### config.mk
export PLATFORM = sky130hd
export DESIGN_NAME = uart_rx
export DESIGN_NICKNAME = d
export VERILOG_FILES = /design/src/rtl/uart_rx.sv
export SDC_FILE = /design/constraint.sdc
export NUM_CORES = 1
export LEC_CHECK = 0
export CAP_MARGIN = 20
export CORE_MARGIN = 1
export CORE_UTILIZATION = 23
export DETAILED_ROUTE_END_ITERATION = 8
export PLACE_DENSITY = 0.49
export SLEW_MARGIN = 20
export SYNTH_ARGS = -nofsm -noshare
export SYNTH_HDL_FRONTEND = slang
export SYNTH_SLANG_ARGS = --single-unit
### constraint.sdc
create_clock -name clk -period 1.75 [get_ports clk]
set_input_delay 0.2625 -clock clk [delete_from_list [all_inputs] [get_ports clk]]
set_output_delay 0.2625 -clock clk [all_outputs]
set_load 0.02 [all_outputs]
### src/rtl/uart_rx.sv
// 8N1 UART receiver: two-flop synchroniser, centre-sampling bit FSM and a
// one-entry valid/ready holding register with framing-error and overrun pulses.
module uart_rx #(
  parameter int CLK_DIV = 868
) (
  input  logic       clk,
  input  logic       resetn,
  input  logic       rx,
  output logic [7:0] rx_data,
  output logic       rx_valid,
  input  logic       rx_ready,
  output logic       frame_err,
  output logic       overrun
);

  localparam int CW = (CLK_DIV > 1) ? $clog2(CLK_DIV) : 1;
  localparam logic [CW-1:0] HALF_LOAD = CW'(CLK_DIV / 2 - 1);
  localparam logic [CW-1:0] FULL_LOAD = CW'(CLK_DIV - 1);
  localparam logic [CW-1:0] CNT_ZERO  = {CW{1'b0}};
  localparam logic [CW-1:0] CNT_ONE   = {{(CW-1){1'b0}}, 1'b1};

  typedef enum logic [1:0] {
    ST_IDLE  = 2'd0,
    ST_START = 2'd1,
    ST_DATA  = 2'd2,
    ST_STOP  = 2'd3
  } state_t;

  logic          rx_meta_r;
  logic          rx_sync_r;
  logic          rx_prev_r;
  state_t        state_r;
  state_t        state_nxt_s;
  logic [CW-1:0] cnt_r;
  logic [2:0]    bitn_r;
  logic [7:0]    shreg_r;

  logic          tick_s;
  logic          start_edge_s;
  logic          load_half_s;
  logic          load_full_s;
  logic          shift_s;
  logic          bitn_clear_s;
  logic          deliver_s;
  logic          stop_bad_s;
  logic          accept_s;

  assign tick_s       = (state_r != ST_IDLE) && (cnt_r == CNT_ZERO);
  assign start_edge_s = rx_prev_r && !rx_sync_r;
  assign accept_s     = !rx_valid || rx_ready;

  // Synchroniser chain plus one-cycle history for start-edge detection.
  always_ff @(posedge clk or negedge resetn) begin
    if (!resetn) begin
      rx_meta_r <= 1'b1;
      rx_sync_r <= 1'b1;
      rx_prev_r <= 1'b1;
    end else begin
      rx_meta_r <= rx;
      rx_sync_r <= rx_meta_r;
      rx_prev_r <= rx_sync_r;
    end
  end

  // FSM state register.
  always_ff @(posedge clk or negedge resetn) begin
    if (!resetn) begin
      state_r <= ST_IDLE;
    end else begin
      state_r <= state_nxt_s;
    end
  end

  // FSM next-state logic.
  always_comb begin
    state_nxt_s = state_r;
    case (state_r)
      ST_IDLE: begin
        if (start_edge_s) begin
          state_nxt_s = ST_START;
        end else begin
          state_nxt_s = ST_IDLE;
        end
      end
      ST_START: begin
        if (tick_s) begin
          // A start bit that is high again at mid-bit is a glitch.
          state_nxt_s = rx_sync_r ? ST_IDLE : ST_DATA;
        end else begin
          state_nxt_s = ST_START;
        end
      end
      ST_DATA: begin
        if (tick_s && (bitn_r == 3'd7)) begin
          state_nxt_s = ST_STOP;
        end else begin
          state_nxt_s = ST_DATA;
        end
      end
      ST_STOP: begin
        if (tick_s) begin
          state_nxt_s = ST_IDLE;
        end else begin
          state_nxt_s = ST_STOP;
        end
      end
      default: state_nxt_s = ST_IDLE;
    endcase
  end

  // FSM output decode: datapath controls for counter, shifter and delivery.
  always_comb begin
    load_half_s  = 1'b0;
    load_full_s  = 1'b0;
    shift_s      = 1'b0;
    bitn_clear_s = 1'b0;
    deliver_s    = 1'b0;
    stop_bad_s   = 1'b0;
    case (state_r)
      ST_IDLE: begin
        load_half_s = start_edge_s;
      end
      ST_START: begin
        if (tick_s && !rx_sync_r) begin
          load_full_s  = 1'b1;
          bitn_clear_s = 1'b1;
        end else begin
          load_full_s  = 1'b0;
          bitn_clear_s = 1'b0;
        end
      end
      ST_DATA: begin
        shift_s     = tick_s;
        load_full_s = tick_s;
      end
      ST_STOP: begin
        // Leaving at mid-stop-bit lets an immediately following start edge be seen.
        deliver_s  = tick_s && rx_sync_r;
        stop_bad_s = tick_s && !rx_sync_r;
      end
      default: begin
        load_half_s = 1'b0;
      end
    endcase
  end

  // Bit timer: reloads on start detection and at every sample point.
  always_ff @(posedge clk or negedge resetn) begin
    if (!resetn) begin
      cnt_r <= CNT_ZERO;
    end else if (load_half_s) begin
      cnt_r <= HALF_LOAD;
    end else if (load_full_s) begin
      cnt_r <= FULL_LOAD;
    end else if ((state_r != ST_IDLE) && (cnt_r != CNT_ZERO)) begin
      cnt_r <= cnt_r - CNT_ONE;
    end else begin
      cnt_r <= CNT_ZERO;
    end
  end

  // Data bit index and LSB-first shift register.
  always_ff @(posedge clk or negedge resetn) begin
    if (!resetn) begin
      bitn_r  <= 3'd0;
      shreg_r <= 8'h00;
    end else if (bitn_clear_s) begin
      bitn_r  <= 3'd0;
      shreg_r <= shreg_r;
    end else if (shift_s) begin
      bitn_r  <= bitn_r + 3'd1;
      shreg_r <= {rx_sync_r, shreg_r[7:1]};
    end else begin
      bitn_r  <= bitn_r;
      shreg_r <= shreg_r;
    end
  end

  // Holding register: consumer-paced, never stalls the receiver.
  always_ff @(posedge clk or negedge resetn) begin
    if (!resetn) begin
      rx_data  <= 8'h00;
      rx_valid <= 1'b0;
    end else if (deliver_s && accept_s) begin
      rx_data  <= shreg_r;
      rx_valid <= 1'b1;
    end else if (rx_valid && rx_ready) begin
      rx_data  <= rx_data;
      rx_valid <= 1'b0;
    end else begin
      rx_data  <= rx_data;
      rx_valid <= rx_valid;
    end
  end

  // Single-cycle error flags.
  always_ff @(posedge clk or negedge resetn) begin
    if (!resetn) begin
      frame_err <= 1'b0;
      overrun   <= 1'b0;
    end else begin
      frame_err <= stop_bad_s;
      overrun   <= deliver_s && !accept_s;
    end
  end

endmodule

==> impl_summary.md, run 1 <==
Run status
The flow ran to the end, but the final reports show violations. The checks that failed: setup timing.

Synthesis
The share of flip-flops with an asynchronous set or reset after synthesis is 100%. The count of cell types in the netlist is 35. Sorting the synthesized cells by how often they occur yields sky130_fd_sc_hd__dfrtp_1, sky130_fd_sc_hd__ha_1, sky130_fd_sc_hd__mux2_2, sky130_fd_sc_hd__mux2_4, sky130_fd_sc_hd__nor2_1. Sorting the synthesized cells by area gives the leading types as sky130_fd_sc_hd__dfrtp_1, sky130_fd_sc_hd__mux2_4, sky130_fd_sc_hd__ha_1, sky130_fd_sc_hd__mux2_2, sky130_fd_sc_hd__dfstp_2.

The most frequent cell after synthesis is sky130_fd_sc_hd__dfrtp_1. Counting flops and latches in the post-synthesis netlist gives 37. The post-synthesis average cell area is 13.5 um2.

The number of enable-type register cells in the synthesized netlist is 0. For this run, the leading register cell type out of synthesis is sky130_fd_sc_hd__dfrtp_1. After technology mapping, the gate count stands at 125.

In this run the biggest area consumer among cell types represents 50.4% of the synthesized area. The total standard cell area after synthesis is 1690 um2. The Yosys step of the flow raised 0 warnings.

The net count after synthesis is 137. The sequential area share after synthesis is 55.1%. sky130_fd_sc_hd__dfrtp_1 takes more of the synthesized area than any other cell.

Detailed routing
In the final routed layout, each cell accounts on average for 12.3 um. The total routed wirelength is 3260 um. After detailed routing, the number of remaining DRC violations is 0. In this run the remaining antenna-violating nets after routing total 0.

The per-cell via count in the routed design is 4.13. The total number of vias is 1,091. The detailed router finished its first iteration with 30 violations.

Before antenna repair, the detailed router went through 4 iterations.

Cells and area
The area added between synthesis and finish is 33.8%. The sequential cells in the finished layout cover a total of 930 um2. The multi-input gate area in the final layout is 762 um2.

The post-route netlist has 35.7% of its cells at a drive strength greater than 1. The finished layout holds 264 standard cells, fillers aside. The filler cells instantiated in the layout total 694. The net count of the finished layout is 179. The number of antenna diodes in the final layout is 0. Cells fill 32.5% of the core in the end.

Placement
The detailed placer's ending HPWL is 2340 um. Including well taps, the total number of placed cells is 255. The congestion estimate from routability-driven global placement came to 0.833. During placement, the flow inserted port buffers numbering 14.

Power
The share of total power dissipated in combinational logic is 41.0%. The internal power of the cells is 0.00184 W. The clock network fraction of design power is 20.1%. For this design the total switching power over the nets is 0.000943 W. The maximum VDD drop is 0.451 mV. In this run the static leakage power is 1.04 nW. The total power divided by cell area is 1230 nW/um2. The total power after layout is 0.00278 W. The share of total power dissipated in sequential elements is 38.9%. The proportion of total power due to net switching is 33.9%.

Clocking
In this run the deepest clock path goes through 2 buffers. The root buffer cell chosen for the clock tree is sky130_fd_sc_hd__clkbuf_8. Buffers inserted during clock tree synthesis total 5. Clock tree synthesis found a total of 37 sinks. The clock tree synthesis step divided the H-tree into 2 levels. The clock latency on the worst-skew pair is 290 ps. The CTS tree is yes. After clock tree synthesis, the clock-pin slew on the worst setup and hold paths is 70 ps. The hold buffer count at CTS is 0.

Timing
The count of endpoints failing hold in the final timing report is 0. Setup slack on the critical path of the routed design comes to -86.6 ps. Hold is met by 357 ps. Setup violations remaining at the end of the flow were counted as 19. For the finished layout, the period the worst path requires is 1840 ps. The final clock period utilization by the worst path is 105%. The slew at the pin closest to its max-slew limit is 527 ps. The final-report max-slew violation count is 0.

On the final layout, the worst clock skew is 5.58 ps. Setup repair after global routing could not meet its margin everywhere. The relative slew slack is 64.6%. Static timing analysis puts the maximum clock frequency at 544 MHz.

Global route
Entering global routing, the biggest net connects 38 pins. The met3 demand-to-capacity share in global routing is 2.83%. The overall overflow remaining after global route is 0. The first global-routing pass estimated 5430 um of wire. The global-route usage over all layers is 9.48%. The most heavily used metal layer in global routing is met2.

The initial antenna violation count is 0. The number of global-route vias before repair was 1,152. For this run, global-route usage on met2 was measured as 16.0%.

The met1 track utilization from global routing is 11.1%.

Worst setup path
The worst setup path is launched from a flip-flop. The signal on the critical path passes through nor4_4 -> nand4_4 -> or3b_1 -> buf_6 -> mux2_4. In this run the register-to-register setup slack is -90 ps. STA classifies the critical path endpoint as a flip-flop.

The startpoint-to-endpoint class of the critical path is flip-flop to flip-flop. The worst endpoint required time is 1920 ps. The largest single stage delay on the critical path is 400 ps. Together, buffers and inverters on the worst path number 1. Data on the critical path arrives at its endpoint at 2010 ps.

The cell family contributing the most delay on the critical path is simple AND/OR/NAND/NOR gates. The maximum fanout encountered on the critical timing path is 8. The critical-path cell with the highest stage delay is sky130_fd_sc_hd__dfrtp_1.

Die
The horizontal die dimension is 87.6 um. The overall die area is 7680 um2. For this configuration, the core starts out at a cell density of 24.3%. The core box area is 6940 um2. 15 I/O pins were placed.

The vertical die dimension is 87.6 um. The floorplan has 30 rows.

Min path
The path class of the tightest hold or removal check is flip-flop to flip-flop.

Flow run
The reported max-cap violation count is 0.
[repair_timing]
item,CTS,global route
resized for setup,4,10
pin swaps,0,4
setup buffers,0,1
endpoints found under the setup margin,24,27
[metrics by stage]
| stage | setup slack, ps | setup TNS [ps] | instance area [um2] |
|---|---|---|---|
| final | -86.6 | -937 | 2260 |
| after global routing | -179 | -3160 | 2260 |
| after CTS | -107 | -1870 | 2210 |
| after detailed placement | -116 | -1830 | 2120 |
| after global placement | -76.4 | -1070 | 2120 |
| after floorplan | -124 | -1480 | 1700 |
[final timing paths]
check	start	cells after the start	to
min	rx_meta_r	0	rx_sync_r
max reg2reg	cnt_r[6]	5	rx_data[4]
min in group asynchronous	resetn	2	rx_data[2]
max in group asynchronous	resetn	2	rx_prev_r
min reg2reg	rx_meta_r	0	rx_sync_r
max	cnt_r[6]	5	rx_data[4]
[state kept, by name, summed over array words and instances, names as in the netlist]
register / flops
overrun: 1
rx_meta_r: 1
cnt_r: 10
rx_sync_r: 1
state_r: 2
frame_err: 1
bitn_r: 3
rx_prev_r: 1
rx_data: 8
shreg_r: 8
rx_valid: 1
[power groups by stage]
| stage | clock network [W] | registers, W | logic [W] |
|---|---|---|---|
| 6_report | 0.000559 | 0.00108 | 0.00114 |
| 4_1_cts | 0.000592 | 0.00108 | 0.00112 |
| 3_3_place_gp | 0 | 0.00109 | 0.00108 |
| 2_1_floorplan | 0 | 0.00110 | 0.000686 |
| 5_1_grt | 0.000625 | 0.00109 | 0.00127 |
| 3_5_place_dp | 0 | 0.00110 | 0.00110 |
[cell type report]
cell class                 instances  area share, %
clock buffer                       7           3.38
timing repair buffer              39           15.4
inverter                           4          0.666
clock inverter                     1          0.222
multi-input combinational         80           33.8
sequential                        37           41.2
tap                               96           5.32
[layer usage]
metal  vias up  wire length [um]  part of all wire [%]
met1       543              1440                    44
met3        10                96                   2.9
met5         -                 0                     0
met4         0                82                   2.5
met2        13              1640                    50
li1        525                 -                     -
[cells in the final DEF (no fill, tap or decap), types with 4 or more instances in the layout]
| cell | netlist | layout |
|---|---|---|
| sky130_fd_sc_hd__nor2_1 | 7 | 7 |
| sky130_fd_sc_hd__inv_1 | 4 | 4 |
| sky130_fd_sc_hd__o21ai_0 | 6 | 4 |
| sky130_fd_sc_hd__clkbuf_8 | 0 | 5 |
| sky130_fd_sc_hd__mux2_4 | 8 | 15 |
| sky130_fd_sc_hd__buf_4 | 1 | 22 |
| sky130_fd_sc_hd__nand2b_1 | 5 | 4 |
| sky130_fd_sc_hd__ha_1 | 8 | 8 |
| sky130_fd_sc_hd__clkdlybuf4s50_1 | 0 | 14 |
| sky130_fd_sc_hd__xor2_1 | 4 | 4 |
| sky130_fd_sc_hd__dfrtp_1 | 34 | 34 |
[worst register-to-register path, delay by kind of cell, from the launching register on]
| kind | cells | cell delay, ps |
|---|---|---|
| muxes | 1 | 300 |
| buffers and inverters | 1 | 160 |
| and+or+nand+nor | 3 | 850 |
| DFF | 1 | 400 |
[kinds of logic after synthesis]
family	after synthesis	share of synthesized area, %
XOR/XNOR	7	3.64
adder cells (fa/ha/maj)	8	5.93
flip-flops	37	55.1
multiplexers	16	12.5
buffers and inverters	8	2.45
AND/OR/NAND/NOR	32	13.6
AO/OA/AOI/OAI	17	6.82
Power figures use the tool's default switching activity.
==> inputs of run 2 (changes only) <==
==> constraint.sdc (replaced) <==
create_clock -name clk -period 1.6 [get_ports clk]
set_input_delay 0.24 -clock clk [delete_from_list [all_inputs] [get_ports clk]]
set_output_delay 0.24 -clock clk [all_outputs]
set_load 0.02 [all_outputs]
==> run 2 against run 1 <==
  * Die area did not move
  * Final cell count grew 3.8%
  * Global-route usage is 0.39 points higher
  * Maximum frequency rose by 1.7%
  * The run ends with hold timing, setup timing left
  * Core utilization is 1.7 points higher
  * Clock power increased by 13%
  * Clock skew grew 2.5 ps
  * Critical endpoint is now rx_data[0]
  * Via count grew 3.6%
  * Total power increased by 20%
  * Final area increased by 5.4%
==> impl_summary.md, run 2 (synthesized netlist as in run 1, its figures left out) <==
Run status
The run finished, with violations left. The final reports fail on hold timing, setup timing.

Clocking
The root buffer cell chosen for the clock tree is sky130_fd_sc_hd__clkbuf_8. TritonCTS built the clock tree. Buffers inserted during clock tree synthesis total 5. Clock-pin slew was measured on the worst setup and hold paths at 70 ps.

The clock tree synthesis step divided the H-tree into 2 levels. The clock sink count is 37. The clock latency on the worst-skew pair is 290 ps.

The buffer levels on the longest clock path is 2.

Global route
The overall overflow remaining after global route is 0. The most heavily used metal layer in global routing is met2. The number of global-route vias before repair is 1,184.

For met3 alone, demand over resource in global routing was 2.54%. The first-pass GRT wire length is 5690 um. Global routing consumed, over all layers together, 9.87% of the routing resources.

Global routing used 16.1% of the available met2 tracks. The met1 track utilization from global routing is 12.1%. Entering global routing, the biggest net connects 38 pins. The initial antenna violation count was 0.

Timing
In the finished design, the share of the clock period the worst path needs comes to 113%. The total of endpoints with negative setup slack in the final report is 25. Across all hold checks on the routed design, the worst slack comes to -8.29 ps. The upper clock frequency limit is 554 MHz. The final critical path time including I/O delays and setup is 1810 ps. The count of endpoints failing hold in the final timing report is 22.

The maximum clock skew at final layout is 8.07 ps. The final-report max-slew violation count is 0. The slack of the critical path is -206 ps. The relative slew slack is 68.4%. Setup repair after global routing could not meet its margin everywhere.

The slew at the pin closest to its max-slew limit is 474 ps. For the final routed database, the setup TNS stands at -4380 ps.

Die
The die is 87.6 um wide. The die is 87.6 um tall. The number of rows created at floorplan is 30. The effective utilization at floorplan is 24.3%.

The overall die area is 7680 um2. The core region is 6940 um2. 15 I/O pins were placed.

Detailed routing
In this run, the number of DRC markers left after iteration 0 of detailed routing was 46. The final route contains 1,130 vias. The routed wire length per instance is 12.0 um.

For this block, the routed nets add up to 3290 um of wire. The count of antenna-violating nets left after detailed routing is 0. The first detailed-routing pass ran for 2 iterations. The per-cell via count in the routed design is 4.12.

The residual DRC count is 0.

Placement
During placement, the flow inserted port buffers numbering 14. The HPWL after detailed placement is 2370 um. At the end of routability-driven placement, the weighted congestion stood at 0.851.

Worst setup path
For the worst setup path, the data required time is 1770 ps. The arrival time at the worst endpoint is 1980 ps. The worst setup path is launched from a flip-flop. The critical-path cell with the highest stage delay is sky130_fd_sc_hd__or3b_4. The setup slack on the worst flop-to-flop path is -210 ps. Walking the worst path, the cells encountered are nor4_4 -> nand4_4 -> or3b_4 -> mux2_4. The setup path with the least slack is of type flip-flop to flip-flop. For this run, the slowest stage of the critical path takes 490 ps. Of all nets on the critical path, the largest fanout is 8. The kind of capture point of the worst setup path is a flip-flop.

Cells and area
The number of antenna diodes in the final layout is 0. Leaving out fill and tap cells, the most frequent cell in the layout is sky130_fd_sc_hd__dfrtp_1. cnt_r holds more flip-flops than any other register.

In the layout the commonest cells are sky130_fd_sc_hd__dfrtp_1, sky130_fd_sc_hd__buf_4, sky130_fd_sc_hd__mux2_4, sky130_fd_sc_hd__clkdlybuf4s50_1, sky130_fd_sc_hd__ha_1. The utilization of the core after routing is 34.2%. The share of final-layout standard cells stronger than drive strength 1 is 43.8%. At the end of the flow, the number of nets in the layout was 189. The largest registers in the layout are cnt_r x10, rx_data x8, shreg_r x8. The area growth from synthesis to layout is 40.9%. The register with the most flip-flops in the layout has 10 of them.

Power
The leakage component of the power is 1.11 nW. The maximum VDD drop is 0.398 mV. The total power divided by cell area is 1400 nW/um2.

Min path
The worst hold path belongs to the class input port to asynchronous set/reset pin.

Flow run
The tool flagged a number of max-cap violations equal to 0.
## run 2: worst max-delay path: cells and delay by family (launching register included)
kind          cells  cell delay, ps
mux               1             320
flops             1             410
simple gates      3             960
## run 2: power breakdown
group / internal (W) / leakage, nW / switching, W
logic: 0.000804 / 0.567 / 0.000715
clock network: 0.000300 / 0.0439 / 0.000334
registers: 0.00107 / 0.497 / 0.000104
total: 0.00218 / 1.11 / 0.00115
## run 2: what timing repair did
action,4_1_cts,5_1_grt
resized for setup,14,4
setup buffers,1,1
hold buffers,0,0
gates cloned,0,1
endpoints found under the setup margin,30,30
endpoints found under the hold margin,0,0
pin swaps,5,3
## run 2: cell type report
class	instances	area, um2
Fill cell	679	4570
Sequential cell	37	930
Multi-Input combinational cell	81	816
Timing Repair Buffer	48	410
Tap cell	96	120
Clock buffer	5	68.8
Clock inverter	3	17.5
Inverter	4	15.0
## run 2: worst paths after layout
kind,depth (start not counted),end,from
setup / recovery,4,rx_data[0],cnt_r[6]
hold / removal,2,cnt_r[7],resetn
setup reg to reg,4,rx_data[0],cnt_r[6]
hold reg to reg,0,rx_sync_r,rx_meta_r
max in group asynchronous,2,rx_prev_r,resetn
min in group clk,0,rx_sync_r,rx_meta_r
## run 2: layer usage
metal	wire (um)	vias up
met2	1560	18
met5	0	-
met3	100	6
met4	72	0
li1	-	544
met1	1560	562
## run 2: metrics by stage
step | setup WS (ps) | hold WS (ps) | cell area (um2) | cells | total power (W)
finish | -206 | -8.29 | 2380 | 274 | 0.00333
global placement | -226 | 305 | 2240 | 266 | 0.00257
detailed placement | -251 | 315 | 2240 | 266 | 0.00261
global route | -279 | 23.2 | 2380 | 274 | 0.00358
CTS | -260 | 3.75 | 2370 | 274 | 0.00333
floorplan | -274 | -55.6 | 1730 | 125 | 0.00198
